<file path="config.mk">
export PLATFORM = sky130hd
export DESIGN_NAME = mem_arbiter
export DESIGN_NICKNAME = d
export VERILOG_FILES = /design/src/rtl/mem_arb_pkg.sv /design/src/rtl/mem_arbiter.sv
export SDC_FILE = /design/constraint.sdc
export NUM_CORES = 1
export LEC_CHECK = 0
export ABC_AREA = 1
export ABC_CLOCK_PERIOD_IN_PS = 1990
export CAP_MARGIN = 20
export CELL_PAD_IN_SITES_DETAIL_PLACEMENT = 1
export CELL_PAD_IN_SITES_GLOBAL_PLACEMENT = 2
export CORE_ASPECT_RATIO = 0.7
export CORE_MARGIN = 4
export CORE_UTILIZATION = 23
export DETAILED_ROUTE_END_ITERATION = 6
export PLACE_DENSITY = 0.93
export SKIP_LAST_GASP = 1
export SLEW_MARGIN = 0
export SYNTH_ARGS = -nofsm -noshare
export SYNTH_HDL_FRONTEND = slang
export SYNTH_SLANG_ARGS = --single-unit
</file>
<file path="constraint.sdc">
create_clock -name clk -period 1.99 [get_ports clk]
set_input_delay 0.2985 -clock clk [delete_from_list [all_inputs] [get_ports clk]]
set_output_delay 0.2985 -clock clk [all_outputs]
set_load 0.03 [all_outputs]
</file>
<file path="src/rtl/mem_arb_pkg.sv">
// mem_arb_pkg
// Shared types and constants for the IF/MEM unified-memory arbiter.
//   state_t  : sequencer states (IDLE / WAIT / DONE)
//   owner_t  : requester that currently holds the memory (IF=0, MEM=1)
//   LAT_MIN / LAT_MAX : legal range of the memory read latency
//   CNT_W    : width of the latency down-counter
package mem_arb_pkg;

    typedef enum logic [1:0] {
        ST_IDLE = 2'd0,
        ST_WAIT = 2'd1,
        ST_DONE = 2'd2
    } state_t;

    typedef enum logic {
        OWN_IF  = 1'b0,
        OWN_MEM = 1'b1
    } owner_t;

    localparam int LAT_MIN = 1;
    localparam int LAT_MAX = 15;
    localparam int CNT_W   = 4;

endpackage

</file>
<file path="src/rtl/mem_arbiter.sv">
// mem_arbiter
// Shares one single-ported memory between the IF and MEM pipeline stages.
// One requester is granted at a time (round-robin on a tie), a single-cycle
// strobe is issued, the fixed read latency is counted down, the returned word
// is captured into the owner's response register, and the owner sees its stall
// drop for exactly one DONE cycle.
//
// Ports
//   clk, rst_n                        clock, async active-low reset
//   i_if_req / i_if_addr              IF read request and PC
//   o_if_rdata / o_if_stall           fetched word (valid in IF DONE), IF stall
//   i_mem_req / i_mem_we              MEM request and direction (1 = write)
//   i_mem_addr / i_mem_wdata          MEM address and store data
//   o_mem_rdata / o_mem_stall         load word (valid in MEM DONE), MEM stall
//   o_m_en / o_m_we                   registered memory strobe / write enable
//   o_m_addr / o_m_wdata              registered memory address / write data
//   i_m_rdata                         memory read data
//
// state   | meaning
// --------+------------------------------------------------------------
// IDLE    | memory free; arbitrate and grant on this edge
// WAIT    | access in flight; strobe in first cycle, then count latency
// DONE    | owner's stall released for one cycle; always back to IDLE
module mem_arbiter
    import mem_arb_pkg::*;
#(
    parameter int LAT    = 2,
    parameter int ADDR_W = 32,
    parameter int DATA_W = 32
) (
    input  logic              clk,
    input  logic              rst_n,

    input  logic              i_if_req,
    input  logic [ADDR_W-1:0] i_if_addr,
    output logic [DATA_W-1:0] o_if_rdata,
    output logic              o_if_stall,

    input  logic              i_mem_req,
    input  logic              i_mem_we,
    input  logic [ADDR_W-1:0] i_mem_addr,
    input  logic [DATA_W-1:0] i_mem_wdata,
    output logic [DATA_W-1:0] o_mem_rdata,
    output logic              o_mem_stall,

    output logic              o_m_en,
    output logic              o_m_we,
    output logic [ADDR_W-1:0] o_m_addr,
    output logic [DATA_W-1:0] o_m_wdata,
    input  logic [DATA_W-1:0] i_m_rdata
);

    generate
        if (LAT < LAT_MIN || LAT > LAT_MAX) begin : g_lat_check
            $error("mem_arbiter: LAT=%0d outside legal range %0d..%0d", LAT, LAT_MIN, LAT_MAX);
        end
    endgenerate

    state_t             r_state;
    state_t             w_state_nxt;
    owner_t             r_owner;
    owner_t             r_last;
    owner_t             w_grant_owner;
    logic               w_grant;
    logic               w_last_beat;
    logic [CNT_W-1:0]   r_cnt;
    logic               r_m_en;
    logic               r_m_we;
    logic [ADDR_W-1:0]  r_m_addr;
    logic [DATA_W-1:0]  r_m_wdata;
    logic [DATA_W-1:0]  r_if_rdata;
    logic [DATA_W-1:0]  r_mem_rdata;

    // Round-robin: on a tie the requester that did not win last time goes.
    always_comb begin
        w_grant       = i_if_req | i_mem_req;
        w_grant_owner = OWN_IF;
        if (i_if_req && i_mem_req) begin
            w_grant_owner = (r_last == OWN_IF) ? OWN_MEM : OWN_IF;
        end else if (i_mem_req) begin
            w_grant_owner = OWN_MEM;
        end
    end

    // The counter holds during the strobe cycle, so the capture lands LAT
    // cycles after the edge that sampled the strobe.
    assign w_last_beat = !r_m_en && (r_cnt == CNT_W'(1));

    always_ff @(posedge clk or negedge rst_n) begin
        if (!rst_n) begin
            r_state <= ST_IDLE;
        end else begin
            r_state <= w_state_nxt;
        end
    end

    always_comb begin
        w_state_nxt = r_state;
        case (r_state)
            ST_IDLE: if (w_grant) w_state_nxt = ST_WAIT;
            ST_WAIT: if (w_last_beat) w_state_nxt = ST_DONE;
            ST_DONE: w_state_nxt = ST_IDLE;
            default: w_state_nxt = ST_IDLE;
        endcase
    end

    always_comb begin
        o_if_stall  = i_if_req  & !((r_state == ST_DONE) && (r_owner == OWN_IF));
        o_mem_stall = i_mem_req & !((r_state == ST_DONE) && (r_owner == OWN_MEM));
    end

    always_ff @(posedge clk or negedge rst_n) begin
        if (!rst_n) begin
            r_owner     <= OWN_IF;
            r_last      <= OWN_IF;
            r_cnt       <= '0;
            r_m_en      <= 1'b0;
            r_m_we      <= 1'b0;
            r_m_addr    <= '0;
            r_m_wdata   <= '0;
            r_if_rdata  <= '0;
            r_mem_rdata <= '0;
        end else begin
            case (r_state)
                ST_IDLE: begin
                    if (w_grant) begin
                        r_owner   <= w_grant_owner;
                        r_last    <= w_grant_owner;
                        r_cnt     <= CNT_W'(LAT);
                        r_m_en    <= 1'b1;
                        r_m_we    <= (w_grant_owner == OWN_MEM) & i_mem_we;
                        r_m_addr  <= (w_grant_owner == OWN_MEM) ? i_mem_addr : i_if_addr;
                        r_m_wdata <= (w_grant_owner == OWN_MEM) ? i_mem_wdata : '0;
                    end
                end
                ST_WAIT: begin
                    if (r_m_en) begin
                        r_m_en <= 1'b0;
                    end else if (w_last_beat) begin
                        r_cnt <= '0;
                        if (!r_m_we) begin
                            if (r_owner == OWN_IF) r_if_rdata  <= i_m_rdata;
                            else                   r_mem_rdata <= i_m_rdata;
                        end
                    end else begin
                        r_cnt <= r_cnt - CNT_W'(1);
                    end
                end
                default: ;
            endcase
        end
    end

    assign o_m_en      = r_m_en;
    assign o_m_we      = r_m_we;
    assign o_m_addr    = r_m_addr;
    assign o_m_wdata   = r_m_wdata;
    assign o_if_rdata  = r_if_rdata;
    assign o_mem_rdata = r_mem_rdata;

endmodule

</file>
## After elaboration in Yosys (flattened, before gate mapping)

Index checks and enable logic that the tools add are counted.

- $add $sub $neg: 1
- Equality and inequality tests: 6
- Muxes and demuxes: 14
- Bitwise operators: 7
- Reductions and logical operators: 15

Operator list:

| kind | number |
|---|---|
| 32-bit 2-to-1 mux | 2 |
| 4-bit 2-to-1 mux | 3 |
| 5-bit AND reduction | 2 |
| 4-bit one-hot mux with 2 select lines | 1 |
| 2-bit inequality test, second input constant | 3 |
| 2-bit AND reduction | 3 |
| 4-bit by 1-bit == test with 1-bit output, second input constant | 1 |
| 1-bit logical AND | 4 |
| 1-bit 2-to-1 mux | 4 |
| 2-bit 2-to-1 mux | 2 |
| 2-bit one-hot mux with 2 select lines | 1 |
| 4-bit by 1-bit subtractor with 4-bit output, second input constant | 1 |
| 1-bit AND | 3 |
| 1-bit logical NOT | 3 |
| 1-bit inverter | 3 |
| 3-bit AND reduction | 1 |
| 2-bit by 1-bit == test with 1-bit output, second input constant | 1 |
| 2-bit == test, second input constant | 1 |
| 2-bit logical NOT | 1 |
| 1-bit one-hot mux with 2 select lines | 1 |
| 2-bit nonzero test | 1 |
| 1-bit bitwise OR | 1 |

- Register bits: 137
- Input bits: 133
- Output and inout port bits: 132
- Word-level logic and storage cells: 52

## Logic depth before layout (Yosys ltp)

Gate-level depths: netlist of run 1.

- Word-level depth: 5
- Gate-level depth with buffers: 10
- Mapped depth without buffers: 9

## Worst setup path before layout of run 1

No wires, ideal clock.

- Path type: register to register
- From: register r_m_en, in the netlist o_m_en
- To: register r_if_rdata[10], in the netlist o_if_rdata[10]
- Library setup time: 118 ps
- Data arrival time: 1289 ps
- Data required time: 1872 ps
- Slack: 583 ps
- Stages on the path, launching flop included: 8
- Buffers on the path: 1
- Period minus slack after synthesis: 1407 ps
- Cells stage by stage: dfrtp_1 > inv_2 > nand2_1 > nor2_1 > nand2_1 > buf_2 > nand2_1 > nand2_1

- Longest elaborated chain between the ends: 3
- Elaborated cells on any way between the ends: 4
- Classes of those cells: bitwise (1); reduce/logical (3)

Ends and longest elaborated chain:

| element | RTL line | source |
|---|---|---|
| start: declaration | mem_arbiter.sv:67 | `logic r_m_en;` |
| start signal: assignment | mem_arbiter.sv:117 | `r_m_en <= 1'b0;` |
| start signal: assignment | mem_arbiter.sv:130 | `r_m_en <= 1'b1;` |
| start signal: assignment | mem_arbiter.sv:138 | `r_m_en <= 1'b0;` |
| 1-bit logical NOT | mem_arbiter.sv:87 | `assign w_last_beat = !r_m_en && (r_cnt == CNT_W'(1));` |
| 1-bit logical AND | mem_arbiter.sv:87 |  |
| 5-bit AND reduction (no source line) * | -- |  |
| end signal: assignment | mem_arbiter.sv:142 | `if (r_owner == OWN_IF) r_if_rdata <= i_m_rdata;` |
| end: declaration | mem_arbiter.sv:71 | `logic [DATA_W-1:0] r_if_rdata;` |

Every way passes the cells marked *; elsewhere a longest branch is shown, timed or not.
A chain may end at the register's enable or synchronous reset.

## Worst setup path in the final report of run 1

- From: register r_m_en, in the netlist o_m_en
- To: output port o_m_en

RTL lines:

| element | RTL line | source |
|---|---|---|
| end: declaration | mem_arbiter.sv:46 | `output logic o_m_en,` |

No word-level cell between the ends.

==> metrics.txt, run 1 <==
fin crit share=0.950; Crit. End Element=output pin; Vias/cell=4.34; CTS tree=yes; register area share after synthesis=0.589; sw power=7210 µW; DRT antenna net count=0; Final nets=1,077; Hold Violations, Final=0; Post-Syn Instances=683; # IOs=265; drt wl/cell=17.1 µm; vias in the first global route=6,050; critical path class=flip-flop to output pin; WP data arrival=1.59 ns; RSZ-0062 raised after global routing=false; Critical Path Source=o_m_en$_DFFE_PN0P_; Slew @ Worst Pin=0.624 ns; layout cells sized above 1=0.0586; Worst Path Required=1.69 ns; largest net degree at the start of global routing=65; total wire length=21,900 µm; cts bufs inserted=17; max cap viols=0; Port Buffer Count=264; Final Slew Violations=0; Seq pwr share=0.295; final routed DRC violation total=0; switching share of power=0.435; Synth Area per Inst=8.52 µm²; GR Util All Layers=0.158; total negative slack=0 ns; P&R area growth vs syn=62.8%; Critical Path Fanout Max=4; final hold slack=0.374 ns; total core area=24,800 µm²; post-synth top area share=0.589; DR vias=5,555; combinational fraction of design power=0.504; area of the mapped netlist=5820 µm²; Yosys reg bits=137; Die Area=28,000 µm²; Clock Sinks=137; maximum clock frequency=529 MHz; CP cell instances=clkdlybuf4s50_1; HP Class=input port to asynchronous set/reset pin; CP Depth=1; Final Setup Violations=0; Initial Utilization=0.235; Pleak=0.00448 µW; GP Congestion=0.784; # rows=48; Distinct cells, synth=22; CP Launch Type=flip-flop; H-tree levels=4; Pint=9380 µW; grt ovf=0; Clock transition at path regs=0.06 ns; WP buf/inv=1; Clk pwr share=0.202; CP max stage cell=clkdlybuf4s50_1; Root Buffer=clkbuf_16; Post-CTS Resized=0; die extent in x=198 µm; Peak VDD IR=691 µV; global-route wire length before repair=34,600 µm; status=complete, no violations; Initial DRC Count=174; Synth warnings=0; R2R depth=10; Max stage delay on crit path=0.76 ns; top post-synthesis cells by area=dfrtp_1, nand2_1, nand3_1; cell taking the most area after synthesis=dfrtp_1; post-CTS setup buffer count=0; CP top delay family=buffers and inverters; CTS Buffer Depth=2; Post-Syn Nets=818; Max-slew headroom=0.583; power density cells=1750 nW/µm²; clock skew=0.00940 ns; min cycle time layout=1.89 ns; HPWL Detailed=15,800 µm; worst skew pair latency=0.42 ns; # fillers=2,857; Post-CTS Hold Fix Bufs=1; Crit Reg-Reg Startpoint=r_cnt[1]$_DFFE_PN0P_; first drt pass iteration count=4; initial antenna violation count=1; Die H=141 µm
==> power groups by stage <==
stage | clock, µW | sequential, µW | combinational (µW)
after floorplan | 0 | 7360 | 2060
after global placement | 0 | 4890 | 8310
after detailed placement | 0 | 4930 | 8470
after CTS | 3460 | 4910 | 8500
after global routing | 3590 | 5100 | 8980
final | 3340 | 4890 | 8360
==> final cells by class <==
cell class / instances / area [µm²] / share of cell area
tap: 325 / 407 / 0.0429
clock inverter: 11 / 145 / 0.0153
multi-input combinational: 463 / 2020 / 0.213
sequential: 137 / 3430 / 0.362
clock buffer: 21 / 470 / 0.0496
inverter: 44 / 165 / 0.0174
timing repair buffer: 279 / 2840 / 0.300
antenna: 1 / 2.50 / 0.000264
==> cells by family after synthesis <==
logic type,after synthesis,synth area share
buffers and inverters,83,0.0675
and+or+nand+nor,420,0.288
DFF,137,0.589
AOI/OAI and AO/OA,40,0.0501
xor gates and xnor gates,1,0.00150
adders and majority gates,2,0.00430
==> metrics by stage <==
stage | setup WS [ns] | total power [µW] | util | area, µm² | instances
2_1_floorplan | 0.583 | 9420 | - | 5820 | 683
3_3_place_gp | 0.146 | 13200 | 0.357 | 8850 | 1247
3_5_place_dp | 0.0879 | 13400 | 0.357 | 8850 | 1247
4_1_cts | 0.0551 | 16900 | 0.382 | 9480 | 1280
5_1_grt | 0.0263 | 17700 | 0.382 | 9480 | 1281
6_report | 0.0995 | 16600 | 0.382 | 9480 | 1281
==> registers in the layout, indices dropped and copies added, names as in the netlist <==
register,flops
o_if_rdata,32
r_cnt,4
o_mem_rdata,32
o_m_en,1
o_m_we,1
r_state,2
o_m_wdata,32
o_m_addr,32
r_last,1
==> worst paths after layout <==
kind,end,slack (ns)
min in group clk,o_m_wdata[2]$_DFFE_PN0P_,0.41
max reg2reg,o_if_rdata[28]$_DFFE_PN0P_,0.30
max,o_m_en,0.1
min,o_mem_rdata[21]$_DFFE_PN0P_,0.37
max in group asynchronous,o_m_wdata[29]$_DFFE_PN0P_,0.94
min reg2reg,o_mem_rdata[8]$_DFFE_PN0P_,0.47
==> Yosys cell counts <==
cell type,n
o21ai_1,1
clkbuf_1,4
o21ai_0,2
nor2_1,6
nand2_1,344
dfrtp_1,137
a21boi_0,1
inv_2,2
inv_1,42
o21ai_2,1
o21bai_1,1
nand3_1,65
buf_2,20
xor2_1,1
nor2_2,2
o31ai_1,1
nand4_1,2
o211ai_1,32
buf_4,15
a21oi_1,1
ha_1,2
nor2_4,1
==> per-layer routing <==
| layer | routed length [µm] | vias to the layer above | part of all wire | GRT usage |
|---|---|---|---|---|
| met1 | 10100 | 2710 | 0.46 | 0.210 |
| li1 | - | 2670 | - | - |
| met5 | 0 | - | 0 | 0 |
| met3 | 1560 | 20 | 0.071 | 0.0571 |
| met4 | 341 | 0 | 0.016 | 0.0413 |
| met2 | 9870 | 155 | 0.45 | 0.244 |
==> layout by cell type (no fill, tap or decap) <==
| cell type | n |
|---|---|
| o21bai_1 | 1 |
| clkbuf_8 | 3 |
| buf_12 | 7 |
| nor2_4 | 2 |
| o21ai_1 | 1 |
| ha_1 | 2 |
| nand3_1 | 65 |
| buf_6 | 1 |
| nor2_2 | 2 |
| dlygate4sd3_1 | 1 |
| a21oi_1 | 1 |
| nand2_2 | 1 |
| o21ai_4 | 1 |
| diode_2 | 1 |
| clkbuf_16 | 17 |
| dfrtp_1 | 137 |
| clkinvlp_4 | 6 |
| o31ai_1 | 1 |
| bufinv_16 | 3 |
| inv_1 | 42 |
| xor2_1 | 1 |
| nand2_1 | 343 |
| nand4_1 | 2 |
| nor2_1 | 5 |
| inv_2 | 2 |
| a21boi_0 | 1 |
| clkdlybuf4s50_1 | 261 |
| buf_4 | 9 |
| o21ai_0 | 2 |
| clkbuf_1 | 1 |
| o211ai_1 | 32 |
| clkinv_2 | 2 |
No activity file was read; power rests on OpenSTA's default activity.
==> run 2: changes to the inputs <==
ABC_CLOCK_PERIOD_IN_PS = 2400   (was 1990)
CORE_UTILIZATION = 25   (was 23)
PLACE_DENSITY = 0.95   (was 0.93)
clock period = 2.4 ns   (was 1.99 ns; I/O delays follow)
==> run 2 against run 1 <==
Net effect:
- combinational power is 18% lower
- sequential cell count stayed put
- via count rose by 0.16%
- die area decreased by 7.6%
- hold slack better by 0.062 ns
- critical endpoint is now o_mem_stall
- largest power group unchanged
==> metrics.txt, run 2 (synthesis gave the netlist of run 1 again) <==
status=complete, no violations; total core area=22,800 µm²; GP Congestion=0.768; Pwr Total=13,600 µW; critical path class=flip-flop to output pin; CP Launch Type=flip-flop; Worst Path Required=2.04 ns; Vias/cell=4.39; commonest non-fill, non-tap cell in the layout=nand2_1; max cap viols=0; final routed DRC violation total=0; Final Setup Violations=0; drt wl/cell=16.7 µm; DRT antenna net count=0; Port Buffer Count=264; WP data arrival=1.85 ns; Pleak=0.00448 µW; R2R depth=5; Final Slew Violations=0; CTS Buffer Depth=2; switching share of power=0.438; worst skew pair latency=0.41 ns; Slew @ Worst Pin=0.663 ns; CTS tree=yes; Die H=136 µm; fin crit share=0.920; antenna cells=0; combinational fraction of design power=0.504; reg2reg setup slack=0.63 ns; Initial DRC Count=159; global-route wire length before repair=34,100 µm; Seq pwr share=0.297; first drt pass iteration count=4; post-CTS setup buffer count=0; RSZ-0062 raised after global routing=false; Clock Sinks=137; Final nets=1,079; GR Util All Layers=0.166; die extent in x=190 µm; Pint=7670 µW; # rows=46; Crit. End Element=output pin; Clock transition at path regs=0.07 ns; Critical Path Fanout Max=6; grt ovf=0; Post-CTS Hold Fix Bufs=1; HP Class=input port to asynchronous set/reset pin; total negative slack=0 ns; # IOs=265; vias in the first global route=5,947; sw power=5970 µW; Peak VDD IR=604 µV; power density cells=1450 nW/µm²; cts bufs inserted=17; Root Buffer=clkbuf_16; DR vias=5,564; total wire length=21,200 µm; clock skew=0.0124 ns; H-tree levels=4; Initial Utilization=0.255; layout cells sized above 1=0.0575; Hold Violations, Final=0; Clk pwr share=0.199; maximum clock frequency=453 MHz; initial antenna violation count=0; most frequent cells in the layout=nand2_1, clkdlybuf4s50_1, dfrtp_1, nand3_1, inv_1; HPWL Detailed=15,600 µm; P&R area growth vs syn=61.6%; Max-slew headroom=0.557; largest net degree at the start of global routing=66; min cycle time layout=2.21 ns; Post-CTS Resized=0; Die Area=25,800 µm²
run 2: cell count changes in the layout (fill, tap and decap cells not counted):
cell	change
diode_2	-1
clkbuf_8	-3
clkinv_4	+1
clkdlybuf4s50_1	+2
buf_4	+4
inv_6	+5
buf_12	-4
clkinvlp_4	-4
run 2: power by group through the flow:
stage / Clock [µW] / Combinational (µW) / Sequential (µW)
floorplan: 0 / 1710 / 6100
global placement: 0 / 6830 / 4040
detailed placement: 0 / 6960 / 4090
CTS: 2810 / 6970 / 4070
global route: 2900 / 7380 / 4220
finish: 2720 / 6880 / 4050
run 2: area by class of cell:
type,count,area (µm²)
clock inverters,13,168
flip-flops and latches,137,3430
repair buffers,281,2810
multi-input cells,463,2020
inverters,44,165
clock buffers,18,429
fillers,2668,13400
well taps,312,390
run 2: worst paths after layout:
check,from,endpoint
worst max-delay path,r_state[0]$_DFFE_PN0P_,o_mem_stall
worst min-delay path,rst_n,o_if_rdata[9]$_DFFE_PN0P_
worst max register to register,r_state[0]$_DFFE_PN0P_,o_m_addr[20]$_DFFE_PN0P_
worst min register to register,o_if_rdata[0]$_DFFE_PN0P_,o_if_rdata[0]$_DFFE_PN0P_
max in group asynchronous,rst_n,o_m_wdata[4]$_DFFE_PN0P_
min in group clk,o_if_rdata[0]$_DFFE_PN0P_,o_if_rdata[0]$_DFFE_PN0P_
run 2: critical path, stage by stage, from the launching register on:
cell	delay, ns
dfrtp_1	0.45
o31ai_1	0.27
inv_1	0.06
clkdlybuf4s50_1	0.65
run 2: per-stage QoR:
| step | std cells | hold slack [ns] | utilization | setup WS (ns) | instance area [µm²] |
|---|---|---|---|---|---|
| floorplan | 683 | 0.0644 | - | 0.993 | 5820 |
| global placement | 1236 | 0.329 | 0.386 | 0.252 | 8800 |
| detailed placement | 1236 | 0.332 | 0.386 | 0.239 | 8800 |
| CTS | 1268 | 0.444 | 0.413 | 0.143 | 9410 |
| global route | 1268 | 0.478 | 0.413 | 0.0799 | 9410 |
| finish | 1268 | 0.437 | 0.413 | 0.191 | 9410 |
run 2: per-layer routing:
layer / vias to the layer above / global-route usage / wire length [µm]
met5: - / 0 / 0
met4: 0 / 0.0439 / 312
met3: 18 / 0.0523 / 1370
met2: 161 / 0.258 / 9720
met1: 2726 / 0.226 / 9800
li1: 2659 / - / -
==> run 3: changes to the inputs <==
TNS_END_PERCENT = 100   (was unset)
==> results of run 3 <==
The final DEF is identical to that of run 2; final timing and power are the same.
